File: src/rtl/timer_pkg.sv
// Shared definitions for the cycle-time display counters: direction encoding,
// default digit moduli and the load clamp helper.
package timer_pkg;

  typedef enum logic {
    DIR_DOWN = 1'b0,
    DIR_UP   = 1'b1
  } dir_e;

  localparam int unsigned SEC_LSD_MOD = 10;
  localparam int unsigned SEC_MSD_MOD = 6;
  localparam int unsigned DEF_DIGIT_W = 4;

  // Out-of-range load values pin to the largest legal digit value.
  function automatic int unsigned clamp_digit(input int unsigned d, input int unsigned m);
    return (d >= m) ? (m - 1) : d;
  endfunction

endpackage

File: src/rtl/mod_digit.sv
// One modulo-MOD up/down digit with parallel load and a combinational
// carry/borrow output for the next digit.
module mod_digit
  import timer_pkg::*;
#(
  parameter int unsigned       DIGIT_W = DEF_DIGIT_W,
  parameter int unsigned       MOD     = SEC_LSD_MOD,
  parameter logic [DIGIT_W-1:0] INIT_D = '0
) (
  input  logic               CLK100MHZ,
  input  logic               reset,
  input  logic               en,
  input  logic               up,
  input  logic               load,
  input  logic [DIGIT_W-1:0] load_d,
  output logic [DIGIT_W-1:0] q,
  output logic               co
);

  localparam logic [DIGIT_W-1:0] MAX = DIGIT_W'(MOD - 1);

  logic count_up;
  assign count_up = (dir_e'(up) == DIR_UP);

  always_ff @(posedge CLK100MHZ or posedge reset) begin
    if (reset) begin
      q <= INIT_D;
    end else if (load) begin
      q <= DIGIT_W'(clamp_digit(32'(load_d), MOD));
    end else if (en) begin
      if (count_up) begin
        q <= (q == MAX) ? '0 : q + 1'b1;
      end else begin
        q <= (q == '0) ? MAX : q - 1'b1;
      end
    end
  end

  // Ungated: the top also uses it to detect the terminal value.
  assign co = count_up ? (q == MAX) : (q == '0);

endmodule

File: src/rtl/cascade_digit_counter.sv
// Multi-digit up/down counter stepped by rising edges of cin, with preload,
// hold, wrap/saturate at terminal, a terminal pulse and a zero flag.
module cascade_digit_counter
  import timer_pkg::*;
#(
  parameter int unsigned              DIGITS  = 2,
  parameter int unsigned              DIGIT_W = DEF_DIGIT_W,
  parameter int unsigned              LSD_MOD = SEC_LSD_MOD,
  parameter int unsigned              MSD_MOD = SEC_MSD_MOD,
  parameter logic [DIGITS*DIGIT_W-1:0] INIT   = '0
) (
  input  logic                      CLK100MHZ,
  input  logic                      reset,
  input  logic                      cin,
  input  logic                      up,
  input  logic                      wrap_en,
  input  logic                      hold,
  input  logic                      load,
  input  logic [DIGITS*DIGIT_W-1:0] load_val,
  output logic [DIGITS*DIGIT_W-1:0] count,
  output logic                      tc,
  output logic                      zero
);

  localparam int unsigned MOD0 = (DIGITS == 1) ? MSD_MOD : LSD_MOD;

  logic              old_cin;
  logic              step_evt;
  logic              step_go;
  logic              at_term;
  logic              near_term;
  logic              pre0;
  logic [DIGITS-1:0] co;
  logic [DIGITS-1:0] en;
  logic [DIGITS:0]   hi_term;

  assign step_evt = ~old_cin & cin;

  // hi_term[i]: digits i..DIGITS-1 all sit at their terminal value.
  assign hi_term[DIGITS] = 1'b1;
  assign en[0]           = step_go;

  for (genvar i = 0; i < DIGITS; i++) begin : g_digit
    localparam int unsigned M = (i == DIGITS - 1) ? MSD_MOD : LSD_MOD;

    mod_digit #(
      .DIGIT_W(DIGIT_W),
      .MOD    (M),
      .INIT_D (INIT[i*DIGIT_W +: DIGIT_W])
    ) u_digit (
      .CLK100MHZ(CLK100MHZ),
      .reset    (reset),
      .en       (en[i]),
      .up       (up),
      .load     (load),
      .load_d   (load_val[i*DIGIT_W +: DIGIT_W]),
      .q        (count[i*DIGIT_W +: DIGIT_W]),
      .co       (co[i])
    );

    assign hi_term[i] = hi_term[i+1] & co[i];

    if (i > 0) begin : g_chain
      assign en[i] = en[i-1] & co[i-1];
    end
  end

  assign at_term = hi_term[0];

  // One step short of terminal: digit 0 is one away, every higher digit is already there.
  assign pre0 = (dir_e'(up) == DIR_UP) ? (count[DIGIT_W-1:0] == DIGIT_W'(MOD0 - 2))
                                       : (count[DIGIT_W-1:0] == DIGIT_W'(1));
  assign near_term = pre0 & hi_term[1];

  assign step_go = step_evt & ~load & ~hold & (~at_term | wrap_en);

  always_ff @(posedge CLK100MHZ or posedge reset) begin
    if (reset) begin
      old_cin <= 1'b1;
      tc      <= 1'b0;
    end else begin
      old_cin <= cin;
      tc      <= step_go & ~at_term & near_term;
    end
  end

  assign zero = (count == '0);

endmodule
File: config.mk
export PLATFORM = sky130hd
export DESIGN_NAME = cascade_digit_counter
export DESIGN_NICKNAME = d
export VERILOG_FILES = /design/src/rtl/timer_pkg.sv /design/src/rtl/mod_digit.sv /design/src/rtl/cascade_digit_counter.sv
export SDC_FILE = /design/constraint.sdc
export NUM_CORES = 1
export LEC_CHECK = 0
export ABC_AREA = 0
export CORE_ASPECT_RATIO = 1.25
export CORE_MARGIN = 2
export CORE_UTILIZATION = 50
export DETAILED_ROUTE_END_ITERATION = 12
export PLACE_DENSITY = 0.89
export SLEW_MARGIN = 20
export SYNTH_ARGS = -nofsm -noshare
export SYNTH_HDL_FRONTEND = slang
export SYNTH_HIERARCHICAL = 1
export SYNTH_SLANG_ARGS = --single-unit
File: constraint.sdc
create_clock -name CLK100MHZ -period 4.3 [get_ports CLK100MHZ]
set_input_delay 0.86 -clock CLK100MHZ [delete_from_list [all_inputs] [get_ports CLK100MHZ]]
set_output_delay 0.86 -clock CLK100MHZ [all_outputs]
set_load 0.05 [all_outputs]
==> summary.md <==
| Metric | Value |
|---|---|
| # Post-CTS Setup Buffers | 0 |
| TritonCTS clock tree | built |
| Startpoint type of the worst setup path | input pin |
| Wire length per cell | roughly 15 microns |
| Maximum frequency from static timing analysis | 299 MHz |
| Worst Setup SP | up |
| Number of vias per cell | 5.88 |
| Share of synthesized registers carrying an async set or reset | 100% |
| Setup TNS | 0 ps |
| Startpoint of the worst register-to-register path | g_digit[1].u_digit/q[0]$_DFFE_PP0P_ |
| Row Count | 16 |
| Actual slew at the worst max-slew pin | 499 ps |
| Effective utilization at floorplan | around 54% |
| CP endpoint | g_digit[0].u_digit/q[3]$_DFFE_PP0P_ |
| Setup repair after global routing missed its margin | no |
| Remaining routing DRC violations | 0 |
| Warnings from Yosys | 6 |
| Maximum level of the CTS H-tree | 1 |
| Vertical die dimension | 50.2 microns |
| Share of power burned in combinational logic | 31.6% |
| Cts repair resizes | 0 |
| GRT Overall Usage | approximately a quarter |
| Fin. max-slew vios | 0 |
| Area enclosed by the die boundary | ~2100 sq um |
| Seq pwr share | 40.4% |
| Clock Root Buffer | sky130_fd_sc_hd__clkbuf_4 |
| Startpoint-to-endpoint class of the critical path | input pin to register |
| Number of sinks on the clock net | 10 |
| TritonRoute pass-1 iters | 4 |
| Clock input transition at the sequential cells of the worst setup and hold paths | 70 ps |
| Areal power density over the cells | 263 nW/um^2 |
| Number of antenna violations at the first check in global routing | 0 |
| Crit path largest cell delay | 640 ps |
| Synthesized-area fraction occupied by ao, oa, aoi and oai cells | around a quarter |
| Post-synth EDFFs | 0 |
| Basic-gate share of the synthesized area counting and, or, nand and nor cells | roughly a third |
| Outcome | finished clean |
| Yosys reg bits | 10 |
| Standard cell area after detailed placement | ~1100 sq um |
| Syn-to-layout area delta | 31.8% |
| Post-synthesis average cell area | ~8.4 sq um |
| Number of global-route vias before repair | 773 |
| Violation count after the first detailed-route iteration | 15 |
| Worst R2R Setup Slack | 1770 ps |
| Cells along the critical path | clkdlybuf4s50_1 -> or2_4 -> nor2_1 -> a21oi_1 -> nor3_1 -> a31oi_1 -> nor2b_1 -> nor3b_1 -> a2111oi_0 -> a2111oi_2 |
| Cell count after synthesis | 102 |
| Number of buffers added to fix hold violations after cts | 0 |
| Fraction of the mapped netlist area in adder cells | 0% |
| Data required time of the critical path | 4430 ps |
| Share of the clock period used by the worst path | 77.8% |
| Source-to-sink clock delay at the later pin of the worst-skew pair | around 260 ps |
| XOR/XNOR share of the synthesized area | approximately 4.1% |
| Antenna Violating Nets Remaining | 0 |
| Final WL | between 2000 and 2500 microns |
| Final setup violation count | 0 |
| First-pass GRT wire length | roughly 3500 microns |
| Remaining global-route overflow | 0 |
| Worst clock skew | ~5.4 ps |
| Vias | 841 |
| Largest net degree at the start of global routing | 21 |
| Min Tclk post-route | 3340 ps |
| Fin. Hold Viols | 0 |
| Number of nets in the final layout | 141 |
| Largest family of logic cells by synthesized area | simple AND/OR/NAND/NOR gates |
| Crit Path Max Fanout | 16 |
| Cell depth of the worst flop-to-flop path | 9 |
| Top-Level Pins | 25 |
| Critical path data arrival time | 3470 ps |
| Die W | around 41 microns |
| Number of CTS-inserted buffers | 3 |
| Leak | 0.429 nW |
| Psw | 0.000102 W |
| Portion of total power attributed to the clock network | approximately 28% |
| Max-Cap Viols | 0 |
| Syn nets | ~120 |
| DPL Wire Length | around 1600 microns |
| Multiplexer share of the synthesized area | 1.17% |
| CORE AREA | 1580 sq um |
| Number of antenna repair diodes | 0 |
| Share of total power consumed by net switching | about a third |
| Post-synth design cell area | roughly 850 sq um |
| Endpoint of the most critical register-to-register path | g_digit[0].u_digit/q[3]$_DFFE_PP0P_ |
| Proportion of synthesized chip area in sequential cells | between 20 and 30% |
| Maximum clock insertion buffer count | 2 |
| Critical Path Slowest Stage Cell | sky130_fd_sc_hd__clkdlybuf4s50_1 |
| Number of distinct standard cells referenced by the synthesized netlist | 45 |
| IO Port Bufs | 24 |
| Cell area after layout | approximately 1100 sq um |
| Layout cells sized above 1 | 15.2% |
| Crit path capture type | register |
| Internal cell power | 0.000194 W |
| Prevailing post-synth register cell | sky130_fd_sc_hd__dfrtp_1 |
| Worst max-slew margin expressed relative to the limit | between 60% and 70% |
| Type of the worst min-delay path | register to register |
| Peak supply drop | 0.180 mV |
| GP Congestion | 0.808 |
-- stage by stage --
| step | worst slack [ps] | utilization [%] | total power [W] | hold slack [ps] | cells |
|---|---|---|---|---|---|
| 2_1_floorplan | 1590 | - | 0.000179 | 600 | 102 |
| 3_3_place_gp | 784 | 68.8 | 0.000211 | 716 | 139 |
| 3_5_place_dp | 736 | 68.8 | 0.000213 | 719 | 139 |
| 4_1_cts | 1000 | 71.1 | 0.000296 | 733 | 143 |
| 5_1_grt | 619 | 71.1 | 0.000310 | 757 | 143 |
| 6_report | 955 | 71.1 | 0.000296 | 736 | 143 |
-- layout by cell type, fill, tap and decap left out, types with 2 or more instances in the layout --
master / Yosys / layout
sky130_fd_sc_hd__nand2_1: 4 / 4
sky130_fd_sc_hd__o21ai_0: 6 / 6
sky130_fd_sc_hd__inv_1: 9 / 9
sky130_fd_sc_hd__a211oi_1: 2 / 2
sky130_fd_sc_hd__o22ai_1: 2 / 2
sky130_fd_sc_hd__clkdlybuf4s50_1: 0 / 24
sky130_fd_sc_hd__or4_1: 2 / 2
sky130_fd_sc_hd__clkbuf_4: 0 / 3
sky130_fd_sc_hd__o21ai_1: 2 / 2
sky130_fd_sc_hd__or4b_4: 2 / 2
sky130_fd_sc_hd__a21oi_1: 4 / 4
sky130_fd_sc_hd__xnor2_1: 2 / 2
sky130_fd_sc_hd__dfrtp_1: 9 / 9
sky130_fd_sc_hd__and2_1: 2 / 2
sky130_fd_sc_hd__nand3b_1: 3 / 3
sky130_fd_sc_hd__xor2_1: 2 / 2
sky130_fd_sc_hd__nor2_1: 10 / 10
sky130_fd_sc_hd__nor3_1: 4 / 4
sky130_fd_sc_hd__nor2b_1: 3 / 3
sky130_fd_sc_hd__a211oi_2: 2 / 2
sky130_fd_sc_hd__nand3_1: 3 / 3
-- sequential cells by signal (all words and copies together), names as in the netlist --
register	cells
tc	1
old_cin	1
g_digit.u_digit/q	8
-- power by group through the flow --
| stage | combinational, W | clock (W) | sequential, W |
|---|---|---|---|
| 6_report | 0.0000934 | 0.0000830 | 0.000119 |
| 4_1_cts | 0.0000931 | 0.0000840 | 0.000119 |
| 3_3_place_gp | 0.0000908 | 0 | 0.000120 |
| 2_1_floorplan | 0.0000477 | 0 | 0.000131 |
| 3_5_place_dp | 0.0000927 | 0 | 0.000120 |
| 5_1_grt | 0.000101 | 0.0000879 | 0.000121 |
-- Yosys cell counts, types with 2 or more instances --
cell type                  count  area (sq um)
sky130_fd_sc_hd__a211oi_1      2          15.0
sky130_fd_sc_hd__nor2_1       10          37.5
sky130_fd_sc_hd__o21ai_1       2          10.0
sky130_fd_sc_hd__xnor2_1       2          17.5
sky130_fd_sc_hd__inv_1         9          33.8
sky130_fd_sc_hd__nand3b_1      3          22.5
sky130_fd_sc_hd__nand3_1       3          15.0
sky130_fd_sc_hd__o21ai_0       6          30.0
sky130_fd_sc_hd__dfrtp_1       9           225
sky130_fd_sc_hd__a211oi_2      2          25.0
sky130_fd_sc_hd__nor3_1        4          20.0
sky130_fd_sc_hd__buf_2         4          20.0
sky130_fd_sc_hd__nand2_1       4          15.0
sky130_fd_sc_hd__nor2b_1       3          18.8
sky130_fd_sc_hd__a21oi_1       4          20.0
sky130_fd_sc_hd__and2_1        2          12.5
sky130_fd_sc_hd__xor2_1        2          17.5
sky130_fd_sc_hd__or4b_4        2          27.5
sky130_fd_sc_hd__o22ai_1       2          12.5
sky130_fd_sc_hd__or4_1         2          15.0
-- per-layer routing --
metal | wire length, microns | up-vias | track usage [%]
met3 | 67 | 6 | 6.64
met5 | 0 | - | 0
met2 | 1040 | 17 | 35.7
met1 | 952 | 397 | 31.5
li1 | - | 421 | -
met4 | 45 | 0 | 10.6
-- area by class of cell --
cell class	instances	area (sq um)
Multi-Input combinational cell	77	533
Fill cell	122	457
Sequential cell	10	251
Timing Repair Buffer	25	248
Clock buffer	4	36.3
Inverter	9	33.8
Tap cell	18	22.5
-- kinds of logic (layout without fill, tap and decap cells) --
family                    Yosys count  in the layout
xor gates and xnor gates            4              4
muxes                               1              1
AOI/OAI and AO/OA                  29             29
and+or+nand+nor                    43             43
buffers and inverters              15             38
DFF                                10             10
-- worst max-delay path: cells and delay by family --
family / cells / cell delay, ps
buf+inv: 1 / 640
compound gates: 4 / 860
simple gates: 5 / 1110
-- how the worst min path moves through the flow --
stage,start,to,slack [ps],cells past startpoint
2_1_floorplan,reset,tc$_DFF_PP0_,600,1
3_3_place_gp,g_digit[1].u_digit/q[2]$_DFFE_PP0P_,g_digit[1].u_digit/q[3]$_DFFE_PP0P_,720,2
3_5_place_dp,g_digit[1].u_digit/q[2]$_DFFE_PP0P_,g_digit[1].u_digit/q[3]$_DFFE_PP0P_,720,2
4_1_cts,g_digit[1].u_digit/q[2]$_DFFE_PP0P_,g_digit[1].u_digit/q[3]$_DFFE_PP0P_,730,2
5_1_grt,old_cin$_DFF_PP1_,tc$_DFF_PP0_,760,2
6_report,old_cin$_DFF_PP1_,tc$_DFF_PP0_,740,2
No activity file was read; power rests on OpenSTA's default activity.
==> RTL edit 1 (same flow settings) <==
Set the parameter `DIGITS` to 4 (it was 2).
--- a/src/rtl/cascade_digit_counter.sv
+++ b/src/rtl/cascade_digit_counter.sv
@@ -5,3 +5,3 @@
 #(
-  parameter int unsigned              DIGITS  = 2,
+  parameter int unsigned              DIGITS  = 4,
   parameter int unsigned              DIGIT_W = DEF_DIGIT_W,
Ports: changed (resized count and load_val); port bits go from 25 to 41. The function was not compared with the original's and may differ.
==> RTL edit 1 against the original RTL <==
- count of clock-buffer cells in the layout unchanged
- utilization down 4.5 points
- hold slack worse by 12 ps
- fmax down 6.8%
- synthesized cell count up 95%
- cell area up 91%
- sequential cell count up 8
- wire length up 81%
- global-route usage down 2.4 points
- area after synthesis up 98%
- worst setup slack worse by 240 ps
- total power up 86%
- critical path type unchanged
- largest cell class unchanged
- largest power group unchanged
==> RTL edit 1: results (changes against the original RTL) <==
Critical Path AT -> 3710 ps (+240 ps)
R2r worst-path depth -> 11 (+2)
Worst r2r src -> g_digit[3].u_digit/q[0]
Port bufs -> 40 (+67%)
R2r endpoint -> g_digit[1].u_digit/q[3]
Met3 Usage GRT -> 2.425% (-4.2 points)
Plain + repair buffers -> 46 (+84%)
GR Util All Layers -> 21.68% (-2.4 points)
Skew final -> 2.385 ps (-2.977 ps)
Largest regs -> g_digit.u_digit/q (16), old_cin (1), tc (1)
XOR/XNOR Fraction of Synth Area -> 4.154% (+0.049 points)
Slew headroom -> 59.51% (-6.4 points)
Metal3 WL -> 93 um (+39%)
Netlist cell types -> 49 (+8.9%)
Fin nets -> 259 (+84%)
Pin count of the biggest net entering global routing -> 42 (+100%)
P_clk -> 0.148 mW (+78%)
Synth Area in Compound Gates -> 25.59% (+0.23 points)
Post-synth top cells -> dfrtp_1 (17), nor2_1 (15), inv_1 (14), o21ai_0 (14), nor3_1 (11)
Syn Nets -> 222 (+90%)
Non-clk invs -> 14 (+5)
Register area share after synthesis -> 26.78% (-2.7 points)
Crit path largest cell delay -> 710 ps (+70 ps)
Run status -> finished, final reports clean
DR WL met2 -> 1.957 mm (+89%)
Filler instances -> 280 (+130%)
Place WS -> 517.7 ps (-218.8 ps)
Fin Hold WS -> 724.9 ps (-11.52 ps)
Leakage -> 0.7985 nW (+86%)
First-pass GRT wire length -> 6.617 mm (+92%)
Max FO, Critical Path -> 18 (+2)
#MultiIn Comb -> 153 (+99%)
Detailed-route wire length per cell -> 13.95 um (-5.0%)
Gp weighted congestion -> 0.8417 (+4.2%)
Met2 usage -> 39.14% (+3.5 points)
Clock root cell -> clkbuf_8
WL met1 -> 1.693 mm (+78%)
Area Overhead vs Synth -> 27.23%
# clock sinks -> 18 (+8)
Ratio of cells with drive above 1 in the final layout -> 14.89% (-0.31 points)
Register share of the cell area -> 21.05% (-1.3 points)
Post-Place Cell Area -> 2091 um^2 (+92%)
Met1 usage -> 27.18% (-4.4 points)
RTL edit 1: cell count changes in the layout (fill, tap and decap cells not counted), moves of 3 or more:
cell             unedited run  this run
o21ai_0                     6        14
inv_1                       9        14
nor4_1                      0         4
clkdlybuf4s50_1            24        40
nor3_1                      4        11
clkbuf_8                    1         4
nor2_1                     10        15
dfrtp_1                     9        17
nor2b_1                     3         6
clkbuf_4                    3         0
nand3b_1                    3         7
nand2_1                     4         9
buf_4                       1         6
RTL edit 1: worst max-delay path by stage:
| stage | slack (ps) | cells after the start | startpoint | end |
|---|---|---|---|---|
| final | 710 | 12 | up | g_digit[1].u_digit/q[3] |
| after CTS | 760 | 12 | up | g_digit[1].u_digit/q[3] |
| after detailed placement | 520 | 12 | up | g_digit[1].u_digit/q[3] |
| after global routing | 480 | 12 | up | g_digit[1].u_digit/q[3] |
| after global placement | 620 | 12 | up | g_digit[1].u_digit/q[3] |
| after floorplan | 1520 | 10 | g_digit[1].u_digit/q[0] | g_digit[2].u_digit/q[3] |
==> RTL edit 2 (same settings) <==
Made on the original files. Remove the register `tc`: a continuous assignment takes its place, so the output `tc` follows one clock earlier.
--- a/src/rtl/cascade_digit_counter.sv
+++ b/src/rtl/cascade_digit_counter.sv
@@ -79,8 +79,8 @@
       old_cin <= 1'b1;
-      tc      <= 1'b0;
     end else begin
       old_cin <= cin;
-      tc      <= step_go & ~at_term & near_term;
     end
   end
+
+  assign tc = step_go & ~at_term & near_term;
 
Behaviour: not the same (Yosys sat finds a counterexample within 4 cycles, from zero or initial values and one cycle with reset high).
==> RTL edit 2 against the original RTL <==
- via count decreased by 0.36%
- total power decreased by 10%
- worst setup slack got worse by 390 ps
- area after synthesis decreased by 2.9%
- cell area decreased by 1.6%
- count of clock-buffer cells in the layout unchanged
- wire length decreased by 9.5%
- final cell count unchanged
- sequential cell count decreased by 1
- largest cell class unchanged
- largest power group unchanged
==> RTL edit 2: results (changes against the original RTL) <==
DR iter-0 viols -> 5 (-10)
Leakage -> 0.4184 nW (-2.4%)
Synth Area in Compound Gates -> 26.13% (+0.77 points)
Crit path largest cell delay -> 490 ps (-150 ps)
Critical path's slowest cell -> or4b_1
Vias in the first global route -> 771 (-0.26%)
Largest regs -> g_digit.u_digit/q (8), old_cin (1)
Switching power -> 0.09575 mW (-5.8%)
Skew final -> 1.142 ps (-4.220 ps)
Gp weighted congestion -> 0.7260 (-10%)
Register area share after synthesis -> 27.34% (-2.1 points)
Run status -> finished, final reports clean
WL final -> 1.900 mm (-9.5%)
Filler instances -> 126 (+3.3%)
Max FO, Critical Path -> 4 (-12)
Hold Crit Start -> g_digit[1].u_digit/q[2]
Top cells by area, synth -> dfrtp_1 (24%), nor2_1 (4.5%), inv_1 (4.1%), o21ai_0 (3.6%), or4b_4 (3.3%)
Syn Nets -> 116 (-0.85%)
DR vias/cell -> 5.860 (-0.36%)
Met2 usage -> 37.30% (+1.6 points)
Worst-Margin Slew -> 495.2 ps (-3.347 ps)
Worst Setup EP -> tc
Peak VDD IR -> 0.1747 mV (-2.8%)
Post-CTS Setup Inserts -> 0 (unchanged)
Fin Hold WS -> 752.1 ps (+15.67 ps)
XOR/XNOR Fraction of Synth Area -> 4.230% (+0.12 points)
Met1 usage -> 28.86% (-2.7 points)
Post-synth top cells -> nor2_1 (10), inv_1 (9), dfrtp_1 (8), o21ai_0 (6)
Met3 Usage GRT -> 2.252% (-4.4 points)
First-pass GRT wire length -> 3.215 mm (-6.8%)
GR Util All Layers -> 22.15% (-2.0 points)
Mux share of post-synthesis cell area -> 1.208% (+0.035 points)
## RTL edit 2: cell count changes after synthesis
cell / change
dfrtp_1: -1
## RTL edit 2: final cells by class
class	count	area (um^2)	area share [%]
clock buffers	4	26.28	2.373
inverters	9	33.78	3.051
multi-input cells	77	533.0	48.14
flip-flops and latches	9	226.5	20.45
well taps	18	22.52	2.034
repair buffers	26	265.3	23.95
## RTL edit 2: metrics by stage
stage          cell area (um^2)  instances  setup slack (ps)
3_3_place_gp               1081        139             609.0
3_5_place_dp               1081        139             562.0
5_1_grt                    1107        143             413.0
2_1_floorplan             828.3        101             828.5
6_report                   1107        143             566.5
4_1_cts                    1107        143             558.6
## RTL edit 2: critical path, delay by kind of cell
kind / cells / cell delay (ps)
and+or+nand+nor: 4 / 1110
AOI/OAI and AO/OA: 2 / 280
buffers and inverters: 2 / 600
## RTL edit 2: logic make-up (layout without fill, tap and decap cells)
| kind of cell | Yosys count | after routing |
|---|---|---|
| xor+xnor | 4 | 4 |
| mux | 1 | 1 |
| compound gates | 29 | 29 |
| simple gates | 43 | 43 |
| buf+inv | 15 | 39 |
| flops | 9 | 9 |
## RTL edit 2: power groups by stage
| stage | Sequential [mW] | Clock, mW | Combinational (mW) |
|---|---|---|---|
| finish | 0.109 | 0.0630 | 0.0936 |
| global route | 0.111 | 0.0703 | 0.102 |
| CTS | 0.108 | 0.0665 | 0.0940 |
| detailed placement | 0.110 | 0 | 0.0937 |
| global placement | 0.109 | 0 | 0.0912 |
| floorplan | 0.121 | 0 | 0.0477 |
## RTL edit 2: worst min path at each step
| stage | to |
|---|---|
| floorplan | g_digit[0].u_digit/q[0] |
| global placement | g_digit[1].u_digit/q[3] |
| CTS | g_digit[1].u_digit/q[3] |
| global route | g_digit[1].u_digit/q[3] |
| finish | g_digit[1].u_digit/q[3] |
| detailed placement | g_digit[1].u_digit/q[3] |
## RTL edit 2: routing by layer
layer | vias to the layer above | part of all wire (%)
met1 | 403 | 44
met4 | 0 | 0
met3 | 0 | 2.4
met5 | - | 0
li1 | 420 | -
met2 | 15 | 54
